===== src/rtl/led_pkg.sv =====
// Shared types for the multi-channel LED pattern generator.
package led_pkg;

  localparam int LED_MODE_W = 2;

  typedef enum logic [LED_MODE_W-1:0] {
    LED_OFF,
    LED_ON,
    LED_BLINK,
    LED_BREATHE
  } led_mode_t;

endpackage


===== src/rtl/led_channel.sv =====
// One LED channel: holds its mode/duty/pattern state and drives a registered LED bit
// from the shared tick and PWM counter.
module led_channel
  import led_pkg::*;
#(
  parameter int PWM_WIDTH = 8
) (
  input  logic                 clk,
  input  logic                 reset_n,
  input  logic                 tick,
  input  logic [PWM_WIDTH-1:0] pwm_cnt,
  input  logic                 load,
  input  led_mode_t            mode,
  input  logic [PWM_WIDTH-1:0] duty,
  input  led_mode_t            reset_mode,
  output logic                 led
);

  localparam logic [PWM_WIDTH-1:0] LEVEL_MAX = '1;
  localparam logic [PWM_WIDTH-1:0] LEVEL_ONE = PWM_WIDTH'(1);

  led_mode_t            r_mode;
  logic [PWM_WIDTH-1:0] r_duty;
  logic [PWM_WIDTH-1:0] r_ramp;
  logic                 r_phase;
  logic                 r_dirDown;
  logic                 r_led;

  logic [PWM_WIDTH-1:0] w_rampNext;
  logic                 w_dirDownNext;
  logic                 w_ledNext;

  // The direction flips on arrival at an endpoint so each endpoint is held one tick.
  always_comb begin
    w_rampNext    = r_dirDown ? (r_ramp - LEVEL_ONE) : (r_ramp + LEVEL_ONE);
    w_dirDownNext = r_dirDown;
    if (w_rampNext == LEVEL_MAX) begin
      w_dirDownNext = 1'b1;
    end else if (w_rampNext == '0) begin
      w_dirDownNext = 1'b0;
    end
  end

  // A config load takes priority over a coincident tick and restarts the pattern.
  always_ff @(posedge clk or negedge reset_n) begin
    if (!reset_n) begin
      r_mode    <= reset_mode;
      r_duty    <= '0;
      r_phase   <= 1'b0;
      r_ramp    <= '0;
      r_dirDown <= 1'b0;
    end else if (load) begin
      r_mode    <= mode;
      r_duty    <= duty;
      r_phase   <= 1'b0;
      r_ramp    <= '0;
      r_dirDown <= 1'b0;
    end else if (tick) begin
      if (r_mode == LED_BLINK) begin
        r_phase <= ~r_phase;
      end
      if (r_mode == LED_BREATHE) begin
        r_ramp    <= w_rampNext;
        r_dirDown <= w_dirDownNext;
      end
    end
  end

  always_comb begin
    w_ledNext = 1'b0;
    case (r_mode)
      LED_OFF:     w_ledNext = 1'b0;
      LED_ON:      w_ledNext = (r_duty == LEVEL_MAX) ? 1'b1 : (pwm_cnt < r_duty);
      LED_BLINK:   w_ledNext = r_phase;
      LED_BREATHE: w_ledNext = (pwm_cnt < r_ramp);
      default:     w_ledNext = 1'b0;
    endcase
  end

  always_ff @(posedge clk or negedge reset_n) begin
    if (!reset_n) begin
      r_led <= 1'b0;
    end else begin
      r_led <= w_ledNext;
    end
  end

  assign led = r_led;

endmodule


===== src/rtl/led_pattern_gen.sv =====
// Multi-channel LED driver: shared tick prescaler and PWM counter, config write decode,
// and one led_channel per output.
module led_pattern_gen
  import led_pkg::*;
#(
  parameter int  CHANNELS        = 4,
  parameter int  PRESCALE_DIV    = 6_000_000,
  parameter int  PWM_WIDTH       = 8,
  parameter int  RESET_BLINK_CH0 = 1,
  localparam int CH_W            = (CHANNELS > 1) ? $clog2(CHANNELS) : 1
) (
  input  logic                  clk,
  input  logic                  reset_n,
  input  logic                  cfg_we,
  input  logic [CH_W-1:0]       cfg_ch,
  input  logic [LED_MODE_W-1:0] cfg_mode,
  input  logic [PWM_WIDTH-1:0]  cfg_duty,
  output logic [CHANNELS-1:0]   led,
  output logic                  tick
);

  localparam int             PS_W    = $clog2(PRESCALE_DIV);
  localparam logic [PS_W-1:0] PS_LAST = PS_W'(PRESCALE_DIV - 1);

  logic [PS_W-1:0]      r_prescale;
  logic                 r_tick;
  logic [PWM_WIDTH-1:0] r_pwmCnt;

  logic [CHANNELS-1:0]  w_load;
  led_mode_t            w_cfgMode;
  logic                 w_prescaleWrap;

  assign w_prescaleWrap = (r_prescale == PS_LAST);
  assign w_cfgMode      = led_mode_t'(cfg_mode);

  // The tick goes high in the cycle after the prescaler sits on its last count.
  always_ff @(posedge clk or negedge reset_n) begin
    if (!reset_n) begin
      r_prescale <= '0;
      r_tick     <= 1'b0;
    end else begin
      r_prescale <= w_prescaleWrap ? '0 : (r_prescale + PS_W'(1));
      r_tick     <= w_prescaleWrap;
    end
  end

  always_ff @(posedge clk or negedge reset_n) begin
    if (!reset_n) begin
      r_pwmCnt <= '0;
    end else begin
      r_pwmCnt <= r_pwmCnt + PWM_WIDTH'(1);
    end
  end

  assign tick = r_tick;

  // Out-of-range channel numbers match no decode term and are silently dropped.
  for (genvar g = 0; g < CHANNELS; g++) begin : g_channel
    localparam led_mode_t RESET_MODE =
      ((g == 0) && (RESET_BLINK_CH0 != 0)) ? LED_BLINK : LED_OFF;

    assign w_load[g] = cfg_we && (cfg_ch == CH_W'(g));

    led_channel #(
      .PWM_WIDTH (PWM_WIDTH)
    ) u_channel (
      .clk        (clk),
      .reset_n    (reset_n),
      .tick       (r_tick),
      .pwm_cnt    (r_pwmCnt),
      .load       (w_load[g]),
      .mode       (w_cfgMode),
      .duty       (cfg_duty),
      .reset_mode (RESET_MODE),
      .led        (led[g])
    );
  end

endmodule

===== config.mk =====
export PLATFORM = sky130hd
export DESIGN_NAME = led_pattern_gen
export DESIGN_NICKNAME = d
export VERILOG_FILES = /design/src/rtl/led_pkg.sv /design/src/rtl/led_channel.sv /design/src/rtl/led_pattern_gen.sv
export SDC_FILE = /design/constraint.sdc
export NUM_CORES = 1
export LEC_CHECK = 0
export CAP_MARGIN = 20
export CORE_ASPECT_RATIO = 0.9
export CORE_MARGIN = 2
export CORE_UTILIZATION = 25
export CTS_CLUSTER_SIZE = 28
export DETAILED_ROUTE_END_ITERATION = 6
export PLACE_DENSITY_LB_ADDON = 0.12
export REMOVE_ABC_BUFFERS = 1
export SYNTH_ARGS = -nofsm -noshare
export SYNTH_HDL_FRONTEND = slang
export SYNTH_SLANG_ARGS = --single-unit

===== constraint.sdc =====
create_clock -name clk -period 3.6 [get_ports clk]
set_clock_uncertainty 0.05 [all_clocks]
set_input_delay 0.36 -clock clk [delete_from_list [all_inputs] [get_ports clk]]
set_output_delay 0.36 -clock clk [all_outputs]
set_load 0.1 [all_outputs]

# Yosys cells after proc, flatten, opt, wreduce, memory -nomap -nowiden
# Index checks and enable logic that the tools add are counted.
[word_totals]
mem_count = 0
latch_bits = 0
romBits = 0
reg_bits = 116
output_inout_bits = 5
mem_bits_rw = 0
[op_classes]
n_lt_le_gt_ge = 8
mux = 57
n_eq_ne = 24
n_reduce_logical = 41
n_bitwise = 4
multipliers = 0
add_sub_neg = 10
shifts = 0
div_mod_pow = 0
[ops]
columns = ["op", "n"]
rows = [
  ["$mux 8", 16],
  ["$eq 8x8->1 const B", 8],
  ["$lt 8x8->1", 8],
  ["$add 8x1->8 const B", 5],
  ["$mux 1", 36],
  ["$logic_not 8->1", 4],
  ["$sub 8x1->8 const B", 4],
  ["$reduce_bool 2->1", 12],
  ["$add 23x1->23 const B", 1],
  ["$eq 23x23->1 const B", 1],
  ["$mux 23", 1],
  ["$eq 2x2->1 const B", 10],
  ["$pmux 1 s4", 4],
  ["$reduce_and 2->1", 8],
  ["$reduce_and 3->1", 4],
  ["$reduce_bool 3->1", 4],
  ["$eq 2x1->1 const B", 5],
  ["$logic_not 2->1", 5],
  ["$logic_and 1x1->1", 4],
  ["$not 1->1", 4],
]

# Depth between registers and ports, before layout
# Gate-level depths: netlist of run 1.
[logic_depth]
word_depth = 8
ltp_mapped = 9
mapped_depth_nobuf = 9

# Least setup slack after synthesis of run 1
# Ideal clock, no wire load.
[synth_timing]
kind = "register to register"
start = "register r_tick, in the netlist tick"
end = "register g_channel[0].u_channel.r_dirDown"
stages_incl_launch_ff = 9
arrival_ns = 2.548
slack_ns = 0.870
setup_ns = 0.132
t_required_ns = 3.418
n_path_buf = 2
cell_sequence = "dfrtp_1 buf_4 and3_1 buf_2 nor2_1 or4b_1 or4_1 a22oi_1 nor2_1"
[synth_between]
elab_chain_cells = 2
[synth_lines]
columns = ["item", "line_no", "text"]
rows = [
  ["start, declared", "led_pattern_gen.sv:26", "logic r_tick;"],
  ["start signal, assigned", "led_pattern_gen.sv:43", "r_tick <= w_prescaleWrap;"],
  ["$reduce_bool 2->1 (no line)", "--", ""],
  ["$reduce_and 3->1 (no line)", "--", ""],
  ["end signal, assigned", "led_channel.sv:64", "r_dirDown <= w_dirDownNext;"],
  ["end, declared", "led_channel.sv:26", "logic r_dirDown;"],
]
# Every way passes these cells.
# A chain may end at the register's enable or synchronous reset.

# Final worst setup path of run 1
[layout_timing]
start = "register g_channel[0].u_channel.r_dirDown"
end = "register g_channel[0].u_channel.r_dirDown"
[layout_between]
elab_chain_cells = 6
[layout_lines]
columns = ["item", "line_no", "text"]
rows = [
  ["$mux 8 *", "led_channel.sv:35", "w_rampNext = r_dirDown ? (r_ramp - LEVEL_ONE) : (r_ramp + LEVEL_ONE);"],
  ["$eq 8x8->1", "led_channel.sv:37", "if (w_rampNext == LEVEL_MAX) begin"],
  ["$mux 1", "led_channel.sv:37", ""],
  ["$mux 1", "led_channel.sv:62", "if (r_mode == LED_BREATHE) begin"],
  ["$mux 1", "led_channel.sv:58", "end else if (tick) begin"],
  ["$mux 1", "led_channel.sv:52", "end else if (load) begin"],
]
# Every way passes the cells marked *; elsewhere a longest branch is shown, timed or not. The select of a mux whose other input is x is not followed.

==> results.py, run 1 <==
metrics = {
    "timing": {
        "tightest_slew_ns": 0.9782,
        "fmax_mhz": 366.5,
        "hold_viol": 0,
        "timing.slew.headroom_pct": 34.59,
        "final-setup-viol-count": 0,
        "min_period_ns": 2.729,
        "setup_tns_ns": 0,
        "rsz0062_at_grt": "no",
        "fin_ws_ns": 0.8711,
        "slew_viol_final": 0,
        "period_share_pct": 75.80,
    },
    "route": {
        "wire_per_inst_um": 14.92,
        "dr.pass1.iters": 4,
        "wl_um": 18700,
        "drtIter0Drc": 293,
        "remaining_drc_errors": 0,
        "drtAntennaViolNets": 0,
        "vias": 5558,
        "viasPerCell": 4.436,
    },
    "floorplan": {
        "dieArea_um2": 31660,
        "rows": 60,
        "fp.dieW_um": 187.3,
        "ioPinCount": 20,
        "core_region_area_um2": 29800,
        "start_util_pct": 25.37,
        "die_height_um": 169.0,
    },
    "power_and_ir_drop": {
        "peakVddDrop_mv": 0.3395,
        "power.density_nw_per_um2": 395.4,
        "power.leakage_nw": 3.950,
    },
    "placement": {
        "dp_slack_ns": 0.8570,
        "place_hpwl_um": 13060,
        "io_buffer_count": 19,
        "finalWeightedCongestion": 0.7205,
    },
    "synthesis": {
        "ys_ff_latch": 116,
        "syn_inst": 817,
        "synth_edf_count": 0,
        "async_flop_share_pct": 100.0,
        "synth_area_um2": 7562,
        "yosysWarnings": 0,
        "synth_area_per_cell_um2": 9.256,
        "synth_seq_area_share_pct": 38.40,
        "synth_cell_type_count": 59,
        "ys.flop_type": "dfrtp_1",
    },
    "worst_hold_path": {
        "min_path_cells": 1,
        "hold_path.class": "register to register",
    },
    "flow_run": {
        "drv_cap": 0,
    },
    "finish": {
        "area_delta_synth_final_pct": 15.85,
        "drive_above_1_share_pct": 6.118,
        "fill_cells": 3201,
        "insertedDiodeCount": 0,
        "nets": 950,
    },
    "clock_tree": {
        "cts_buffers": 17,
        "clkTransAtPathRegs_ns": 0.05,
        "cts_buffer_depth": 2,
        "cts-resized-gates": 0,
        "clock_sinks": 116,
        "htree_levels": 4,
        "cts_tree": "built",
        "cts_root_buf": "clkbuf_16",
        "insertion_delay_ns": 0.42,
    },
    "setup_path": {
        "cp.required_ns": 3.85,
        "startpoint_type": "register",
        "path_max_fanout": 10,
        "path_class": "register to register",
        "crit_arrival_ns": 2.98,
        "end_kind": "register",
        "ff2ff_path_depth": 8,
    },
    "outcome": {
        "outcome": "finished, final reports clean",
    },
    "global_route": {
        "use_met1_pct": 16.83,
        "antenna_found_initial": 0,
        "grt_pass1_wl_um": 31130,
        "met3_usage_pct": 2.965,
        "busiest_layer": "met2",
        "grt_pass1_vias": 5749,
        "gr-total-overflow": 0,
        "grt_util_met2_pct": 20.49,
        "grt_max_degree": 56,
        "grt_usage_pct": 12.68,
    },
}
## synth_stat cells (10+ instances only)
cell type,count,area [um2]
dfrtp_1,115,2878
ha_1,90,1126
nand2_1,81,304.0
inv_1,75,281.5
nor2_1,65,244.0
o21ai_0,63,315.3
a21oi_1,47,235.2
xnor2_1,36,315.3
a21o_1,24,180.2
nand3_1,24,120.1
xor2_1,16,140.1
nand4_1,15,93.84
nand2b_1,13,81.33
clkbuf_1,11,41.29
nand3b_1,11,82.58
nor3_1,11,55.05
mux2_2,10,112.6
## layout make-up
cell class / count / area (um2) / area share [%]
flip-flops and latches: 116 / 2904 / 33.15
well taps: 403 / 504.2 / 5.756
repair buffers: 26 / 255.2 / 2.913
multi-input cells: 605 / 4275 / 48.80
inverters: 75 / 281.5 / 3.213
clock buffers: 23 / 488.0 / 5.570
clock inverters: 5 / 52.55 / 0.5998
## worst max-delay path, stage by stage (launching register included)
cell       delay [ns]
dfrtp_1          0.51
ha_1             0.41
a21o_1           0.19
a2111oi_0        0.38
a21oi_1          0.17
xnor3_1          0.21
or4_1            0.47
a22oi_1          0.15
nor2_1           0.05
## path summary, 6_finish.rpt
| path | to | startpoint | slack [ns] |
|---|---|---|---|
| min in group asynchronous | g_channel[1].u_channel.r_dirDown$_DFFE_PN0P_ | reset_n | 0.47 |
| worst max-delay path | g_channel[0].u_channel.r_dirDown$_DFFE_PN0P_ | g_channel[0].u_channel.r_dirDown$_DFFE_PN0P_ | 0.87 |
| max in group asynchronous | r_prescale[22]$_DFF_PN0_ | reset_n | 2.29 |
| worst max register to register | g_channel[0].u_channel.r_dirDown$_DFFE_PN0P_ | g_channel[0].u_channel.r_dirDown$_DFFE_PN0P_ | 0.87 |
| worst min-delay path | r_prescale[4]$_DFF_PN0_ | r_prescale[4]$_DFF_PN0_ | 0.42 |
| worst min register to register | r_prescale[4]$_DFF_PN0_ | r_prescale[4]$_DFF_PN0_ | 0.42 |
## per-layer routing
layer  wire length (um)  part of all wire, %
met5                  0                    0
met4                184                 0.98
met3                417                  2.2
met2               8761                   47
met1               9337                   50
## where the power goes
group          leakage, nW  switching [mW]  internal [mW]
Clock                0.267           0.592           1.00
Combinational         2.17           0.245          0.157
Sequential            1.51          0.0736           1.40
## kinds of logic (layout without fill, tap and decap cells)
group                      after synthesis  count (layout)  synth area share (%)
AOI/OAI and AO/OA                      177             177                 14.25
muxes                                   16              16                 2.283
and+or+nand+nor                        263             263                 17.22
xor gates and xnor gates                55              55                 6.833
DFF                                    116             116                 38.40
adders and majority gates               94              94                 15.95
buffers and inverters                   96             129                 5.063
## per-stage QoR
step / hold WS, ns / util, % / std cells / area (um2) / power [mW]
6_report: 0.4162 / 29.40 / 1253 / 8761 / 3.464
5_1_grt: 0.4337 / 29.40 / 1253 / 8761 / 3.661
4_1_cts: 0.4183 / 29.40 / 1253 / 8761 / 3.534
3_5_place_dp: 0.4018 / 27.55 / 1224 / 8210 / 1.899
3_3_place_gp: 0.4109 / 27.55 / 1224 / 8210 / 1.901
2_1_floorplan: 0.01441 / - / 796 / 7461 / 1.743
## registers in the layout, indices dropped and copies added (netlist names)
signal                         cells
tick                               1
r_pwmCnt                           8
r_prescale                        23
g_channel.u_channel.led            4
g_channel.u_channel.r_ramp        32
g_channel.u_channel.r_mode         8
g_channel.u_channel.r_duty        32
g_channel.u_channel.r_phase        4
g_channel.u_channel.r_dirDown      4
## placed cells by master (no fill, tap or decap), types with 3 or more instances in the layout
cell type,Yosys,final
dfrtp_1,115,115
ha_1,90,90
nand2_1,81,81
inv_1,75,75
nor2_1,65,65
o21ai_0,63,63
a21oi_1,47,47
xnor2_1,36,36
nand3_1,24,24
a21o_1,24,24
clkdlybuf4s50_1,0,18
clkbuf_16,0,17
xor2_1,16,16
nand4_1,15,15
nand2b_1,13,13
nand3b_1,11,11
nor3_1,11,11
mux2_2,10,10
o21a_1,9,9
nor2b_1,8,8
and3_1,7,7
or3_1,7,7
mux2i_1,6,6
buf_4,5,6
a211oi_1,5,5
o22ai_1,5,5
nor3b_1,4,4
fa_1,4,4
clkbuf_8,0,4
nor4b_1,3,3
a21boi_0,3,3
a2111oi_0,3,3
clkinv_2,0,3
## timing repair
| action | in CTS | in global routing |
|---|---|---|
| buffers inserted | 0 | 0 |
| endpoints found under the hold margin | 44 | 0 |
| hold buffers | 1 | 0 |
| endpoints found under the setup margin | 0 | 0 |
Power figures use the tool's default switching activity.
==> run 2: changes to the inputs <==
==> constraint.sdc (replaced) <==
create_clock -name clk -period 2.7 [get_ports clk]
set_clock_uncertainty 0.05 [all_clocks]
set_input_delay 0.27 -clock clk [delete_from_list [all_inputs] [get_ports clk]]
set_output_delay 0.27 -clock clk [all_outputs]
set_load 0.1 [all_outputs]
==> run 2 against run 1 <==
Net effect:
- first-iteration DRC count down 23%
- register-to-register slack lost 0.73 ns
- core utilization grew 0.79 points
- clock-buffer cell count is the same
- worst hold slack worse by 0.062 ns
- critical path depth is the same
- clock power up 49%
- total power increased by 41%
==> results.py, run 2 (synthesis results as in run 1) <==
metrics = {
    "timing": {
        "min_period_ns": 2.561,
        "rsz0062_at_grt": "no",
        "fmax_mhz": 390.4,
        "tightest_slew_ns": 0.6410,
        "final-setup-viol-count": 0,
        "slew_viol_final": 0,
        "hold_viol": 0,
        "fin_ws_ns": 0.1388,
        "period_share_pct": 94.86,
        "timing.slew.headroom_pct": 57.27,
    },
    "global_route": {
        "grt_usage_pct": 12.75,
        "gr-total-overflow": 0,
        "use_met1_pct": 17.14,
        "grt_max_degree": 42,
        "antenna_found_initial": 0,
        "grt_util_met2_pct": 20.88,
        "met3_usage_pct": 2.695,
        "grt_pass1_wl_um": 31380,
        "grt_pass1_vias": 5757,
        "busiest_layer": "met2",
    },
    "clock_tree": {
        "clock_sinks": 116,
        "cts_tree": "built",
        "insertion_delay_ns": 0.42,
        "cts_buffers": 17,
        "cts_buffer_depth": 2,
        "cts_root_buf": "clkbuf_16",
        "clkTransAtPathRegs_ns": 0.06,
        "htree_levels": 4,
    },
    "route": {
        "dr.pass1.iters": 4,
        "wl_um": 19030,
        "drtAntennaViolNets": 0,
        "remaining_drc_errors": 0,
        "vias": 5567,
        "drtIter0Drc": 227,
        "wire_per_inst_um": 14.90,
        "viasPerCell": 4.359,
    },
    "setup_path": {
        "path_max_fanout": 7,
        "end_kind": "register",
        "timing.rr.end": "g_channel[0].u_channel.r_dirDown$_DFFE_PN0P_",
        "path_class": "register to register",
        "cp.required_ns": 2.94,
        "crit_arrival_ns": 2.80,
        "startpoint_type": "register",
        "ff2ff_path_depth": 8,
        "r2r_slack_ns": 0.14,
        "reg2reg_from": "g_channel[0].u_channel.r_dirDown$_DFFE_PN0P_",
    },
    "finish": {
        "stdcell_count": 1277,
        "fill_cells": 3130,
        "layout_common_cells": "dfrtp_1, ha_1, nand2_1",
        "insertedDiodeCount": 0,
        "nets": 970,
        "final_common_cell": "dfrtp_1",
        "drive_above_1_share_pct": 9.611,
        "top_regs": "g_channel.u_channel.r_duty: 32 flops, g_channel.u_channel.r_ramp: 32 flops, r_prescale: 23 flops",
        "area_delta_synth_final_pct": 18.96,
    },
    "placement": {
        "dpl.cell_count": 1244,
        "finalWeightedCongestion": 0.7393,
        "dp_slack_ns": 0.06390,
        "place_hpwl_um": 13900,
        "io_buffer_count": 19,
    },
    "flow_run": {
        "drv_cap": 0,
    },
    "floorplan": {
        "die_height_um": 169.0,
        "fp.dieW_um": 187.3,
        "dieArea_um2": 31660,
        "ioPinCount": 20,
        "core_region_area_um2": 29800,
        "rows": 60,
        "start_util_pct": 25.37,
    },
    "worst_hold_path": {
        "hold_path.class": "primary input to async pin",
    },
    "power_and_ir_drop": {
        "power.density_nw_per_um2": 541.5,
        "peakVddDrop_mv": 0.5473,
        "power.leakage_nw": 4.101,
    },
    "outcome": {
        "outcome": "finished, final reports clean",
    },
}
-- run 2: area by class of cell --
type / count / area [um2] / area share, %
clock buffer: 23 / 488.0 / 5.424
clock inverter: 9 / 125.1 / 1.391
timing repair buffer: 46 / 405.4 / 4.506
inverter: 75 / 281.5 / 3.129
tap: 403 / 504.2 / 5.605
sequential: 116 / 2905 / 32.29
multi-input combinational: 605 / 4287 / 47.65
-- run 2: worst max-delay path, stage by stage (launching register included) --
cell and delay [ns]:
dfrtp_2 0.46, ha_1 0.36, a21oi_2 0.18, o21bai_1 0.08, xor2_1 0.17, or4b_1 0.51, or4_1 0.41, a22oi_1 0.15
nor2_1 0.06
-- run 2: how the worst max path moves through the flow --
stage                                                   end                                         start  depth (start not counted)
3_3_place_gp   g_channel[0].u_channel.r_dirDown$_DFFE_PN0P_  g_channel[0].u_channel.r_dirDown$_DFFE_PN0P_                          8
4_1_cts        g_channel[0].u_channel.r_dirDown$_DFFE_PN0P_  g_channel[0].u_channel.r_dirDown$_DFFE_PN0P_                          8
2_1_floorplan  g_channel[0].u_channel.r_dirDown$_DFFE_PN0P_                                tick$_DFF_PN0_                          6
6_report       g_channel[0].u_channel.r_dirDown$_DFFE_PN0P_  g_channel[0].u_channel.r_dirDown$_DFFE_PN0P_                          8
5_1_grt        g_channel[2].u_channel.r_dirDown$_DFFE_PN0P_  g_channel[2].u_channel.r_dirDown$_DFFE_PN0P_                          9
3_5_place_dp   g_channel[0].u_channel.r_dirDown$_DFFE_PN0P_  g_channel[0].u_channel.r_dirDown$_DFFE_PN0P_                          8
-- run 2: timing repair --
item                                    4_1_cts  5_1_grt
gates resized for setup                       0        5
buffers inserted                              0        0
endpoints found under the hold margin        38        0
endpoints found under the setup margin        0        3
hold buffers                                  1        0
-- run 2: where the power goes --
part / switching, mW / total, mW / leakage, nW / internal (mW)
combinational: 0.331 / 0.542 / 2.29 / 0.211
clock: 0.830 / 2.37 / 0.299 / 1.54
sequential: 0.0973 / 1.96 / 1.51 / 1.86
total: 1.26 / 4.87 / 4.10 / 3.61
-- run 2: metrics by stage --
step / hold WS, ns / util (%) / TNS (ns) / total power [mW] / area (um2)
2_1_floorplan: -0.07559 / - / -0.008324 / 2.324 / 7461
3_3_place_gp: 0.2901 / 28.05 / 0 / 2.537 / 8361
3_5_place_dp: 0.2766 / 28.05 / 0 / 2.537 / 8361
4_1_cts: 0.3739 / 30.14 / 0 / 4.956 / 8984
5_1_grt: 0.4254 / 30.18 / 0 / 5.113 / 8996
6_report: 0.3545 / 30.18 / 0 / 4.871 / 8996
-- run 2: routing by layer --
layer / vias to the layer above / routed length, um
met3: 15 / 434
met2: 44 / 8695
met4: 0 / 181
met5: - / 0
li1: 2914 / -
met1: 2594 / 9716
==> run 3: changes to the inputs <==
--- a/config.mk
+++ b/config.mk
@@ -7,7 +7,6 @@
 export LEC_CHECK = 0
 export CAP_MARGIN = 20
 export CORE_ASPECT_RATIO = 0.9
-export CORE_MARGIN = 2
 export CORE_UTILIZATION = 25
 export CTS_CLUSTER_SIZE = 28
 export DETAILED_ROUTE_END_ITERATION = 6
==> run 3 against run 2 <==
Net effect:
- cell count stayed put
- global-route usage increased by 0.60 points
- largest cell class unchanged
- combinational power about the same
- sequential power about the same
- maximum frequency rose by 0.11%
- highest routed layer unchanged
- clock power grew 3%
- first-iteration DRC count shrank 11%
==> results.py, run 3 (synthesis results as in run 1) <==
metrics = {
    "outcome": {
        "outcome": "finished, final reports clean",
    },
    "clock_tree": {
        "cts_tree": "built",
        "htree_levels": 4,
        "clock_sinks": 116,
        "insertion_delay_ns": 0.42,
        "cts_buffer_depth": 2,
        "clkTransAtPathRegs_ns": 0.06,
        "cts_root_buf": "clkbuf_16",
        "cts_buffers": 17,
        "post-cts-setup-buffers": 0,
    },
    "timing": {
        "final-setup-viol-count": 0,
        "tightest_slew_ns": 0.6965,
        "period_share_pct": 94.75,
        "fmax_mhz": 390.9,
        "whs_ns": 0.3822,
        "timing.slew.headroom_pct": 53.56,
        "rsz0062_at_grt": "no",
        "slew_viol_final": 0,
        "min_period_ns": 2.558,
        "hold_viol": 0,
        "setup_tns_ns": 0,
    },
    "setup_path": {
        "critical_path.max_stage_delay_ns": 0.48,
        "path_max_fanout": 7,
        "cp.required_ns": 2.95,
        "path_class": "register to register",
        "end_kind": "register",
        "crit_arrival_ns": 2.80,
        "startpoint_type": "register",
        "crit_chain": "ha_1 > a21o_1 > a2111oi_2 > a21oi_2 > xnor3_1 > or4_1 > a22oi_1 > nor2_1",
        "cp_slowest_cell": "or4_1",
    },
    "route": {
        "wire_per_inst_um": 14.84,
        "wl_um": 18960,
        "dr.pass1.iters": 5,
        "drtIter0Drc": 203,
        "drtAntennaViolNets": 0,
        "viasPerCell": 4.442,
        "remaining_drc_errors": 0,
        "vias": 5672,
    },
    "power_and_ir_drop": {
        "comb_power_share_pct": 10.9,
        "p_sw_share_pct": 25.54,
        "p_int_mw": 3.680,
        "power.leakage_nw": 4.105,
        "power_frac_clock_pct": 49.5,
        "power_frac_seq_pct": 39.6,
        "power_switching_mw": 1.262,
        "peakVddDrop_mv": 0.4385,
        "power.density_nw_per_um2": 547.9,
        "p_total_mw": 4.942,
    },
    "floorplan": {
        "start_util_pct": 25.37,
        "die_height_um": 167.0,
        "core_region_area_um2": 29800,
        "ioPinCount": 20,
        "rows": 60,
        "fp.dieW_um": 185.3,
        "dieArea_um2": 30950,
    },
    "placement": {
        "dpl.cell_count": 1245,
        "finalWeightedCongestion": 0.7361,
        "place_hpwl_um": 13740,
        "io_buffer_count": 19,
    },
    "global_route": {
        "gr-total-overflow": 0,
        "grt_usage_pct": 13.35,
        "antenna_found_initial": 0,
        "grt_max_degree": 48,
        "grt_pass1_wl_um": 31710,
        "grt_pass1_vias": 5891,
    },
    "finish": {
        "drive_above_1_share_pct": 9.840,
        "area_delta_synth_final_pct": 19.28,
        "stdcell_count": 1277,
        "nets": 971,
        "top_regs": "g_channel.u_channel.r_duty: 32 flops, g_channel.u_channel.r_ramp: 32 flops, r_prescale: 23 flops",
        "insertedDiodeCount": 0,
        "final_common_cell": "dfrtp_1",
        "layout_common_cells": "dfrtp_1, ha_1, nand2_1",
    },
    "flow_run": {
        "drv_cap": 0,
    },
    "worst_hold_path": {
        "hold_path.class": "primary input to async pin",
    },
}
[run 3: path summary, 6_finish.rpt]
kind,start,end,slack [ns],cells after the start
setup reg to reg,g_channel[0].u_channel.r_dirDown$_DFFE_PN0P_,g_channel[0].u_channel.r_dirDown$_DFFE_PN0P_,0.14,8
max in group asynchronous,reset_n,r_prescale[20]$_DFF_PN0_,1.54,3
hold / removal,reset_n,g_channel[1].u_channel.r_dirDown$_DFFE_PN0P_,0.38,2
hold reg to reg,r_prescale[4]$_DFF_PN0_,r_prescale[4]$_DFF_PN0_,0.42,1
min in group clk,r_prescale[4]$_DFF_PN0_,r_prescale[4]$_DFF_PN0_,0.42,1
setup / recovery,g_channel[0].u_channel.r_dirDown$_DFFE_PN0P_,g_channel[0].u_channel.r_dirDown$_DFFE_PN0P_,0.14,8
[run 3: metrics by stage]
stage	area, um2	setup slack, ns	utilization [%]
global placement	8356	0.06934	28.04
detailed placement	8356	0.05234	28.04
floorplan	7461	-0.008324	-
finish	9020	0.1417	30.26
CTS	8991	0.04066	30.17
global route	9020	0.003897	30.26
[run 3: worst max-delay path: cells and delay by family (launching register included)]
| family | cells | cell delay (ns) |
|---|---|---|
| adder cells (fa/ha/maj) | 1 | 0.33 |
| AND/OR/NAND/NOR | 2 | 0.54 |
| AO/OA/AOI/OAI | 4 | 0.84 |
| flip-flops | 1 | 0.47 |
| XOR/XNOR | 1 | 0.20 |
[run 3: power groups by stage]
stage               clock (mW)  sequential, mW  combinational, mW
finish                    2.45            1.96              0.539
CTS                       2.53            1.96              0.552
floorplan                    0            2.04              0.281
global route              2.60            1.98              0.610
detailed placement           0            1.99              0.548
global placement             0            1.99              0.546
[run 3: layer usage]
layer,vias up,track usage [%],wire length (um)
met2,58,21.04,8763
met1,2677,18.07,9516
met3,17,2.668,445
met5,-,0,0
li1,2920,-,-
met4,0,4.492,229
[run 3: area by class of cell]
| class | count | area [um2] |
|---|---|---|
| clock buffers | 22 | 474.2 |
| clock inverters | 9 | 151.4 |
| fillers | 3182 | 20780 |
| inverters | 75 | 281.5 |
| multi-input cells | 605 | 4303 |
| flip-flops and latches | 116 | 2905 |
| well taps | 403 | 504.2 |
| repair buffers | 47 | 400.4 |
[run 3: timing repair]
action                     in CTS  in global routing
hold endpoints to repair       41                  0
hold buffers                    1                  0
gates resized for setup         0                  7
setup endpoints to repair       0                  2
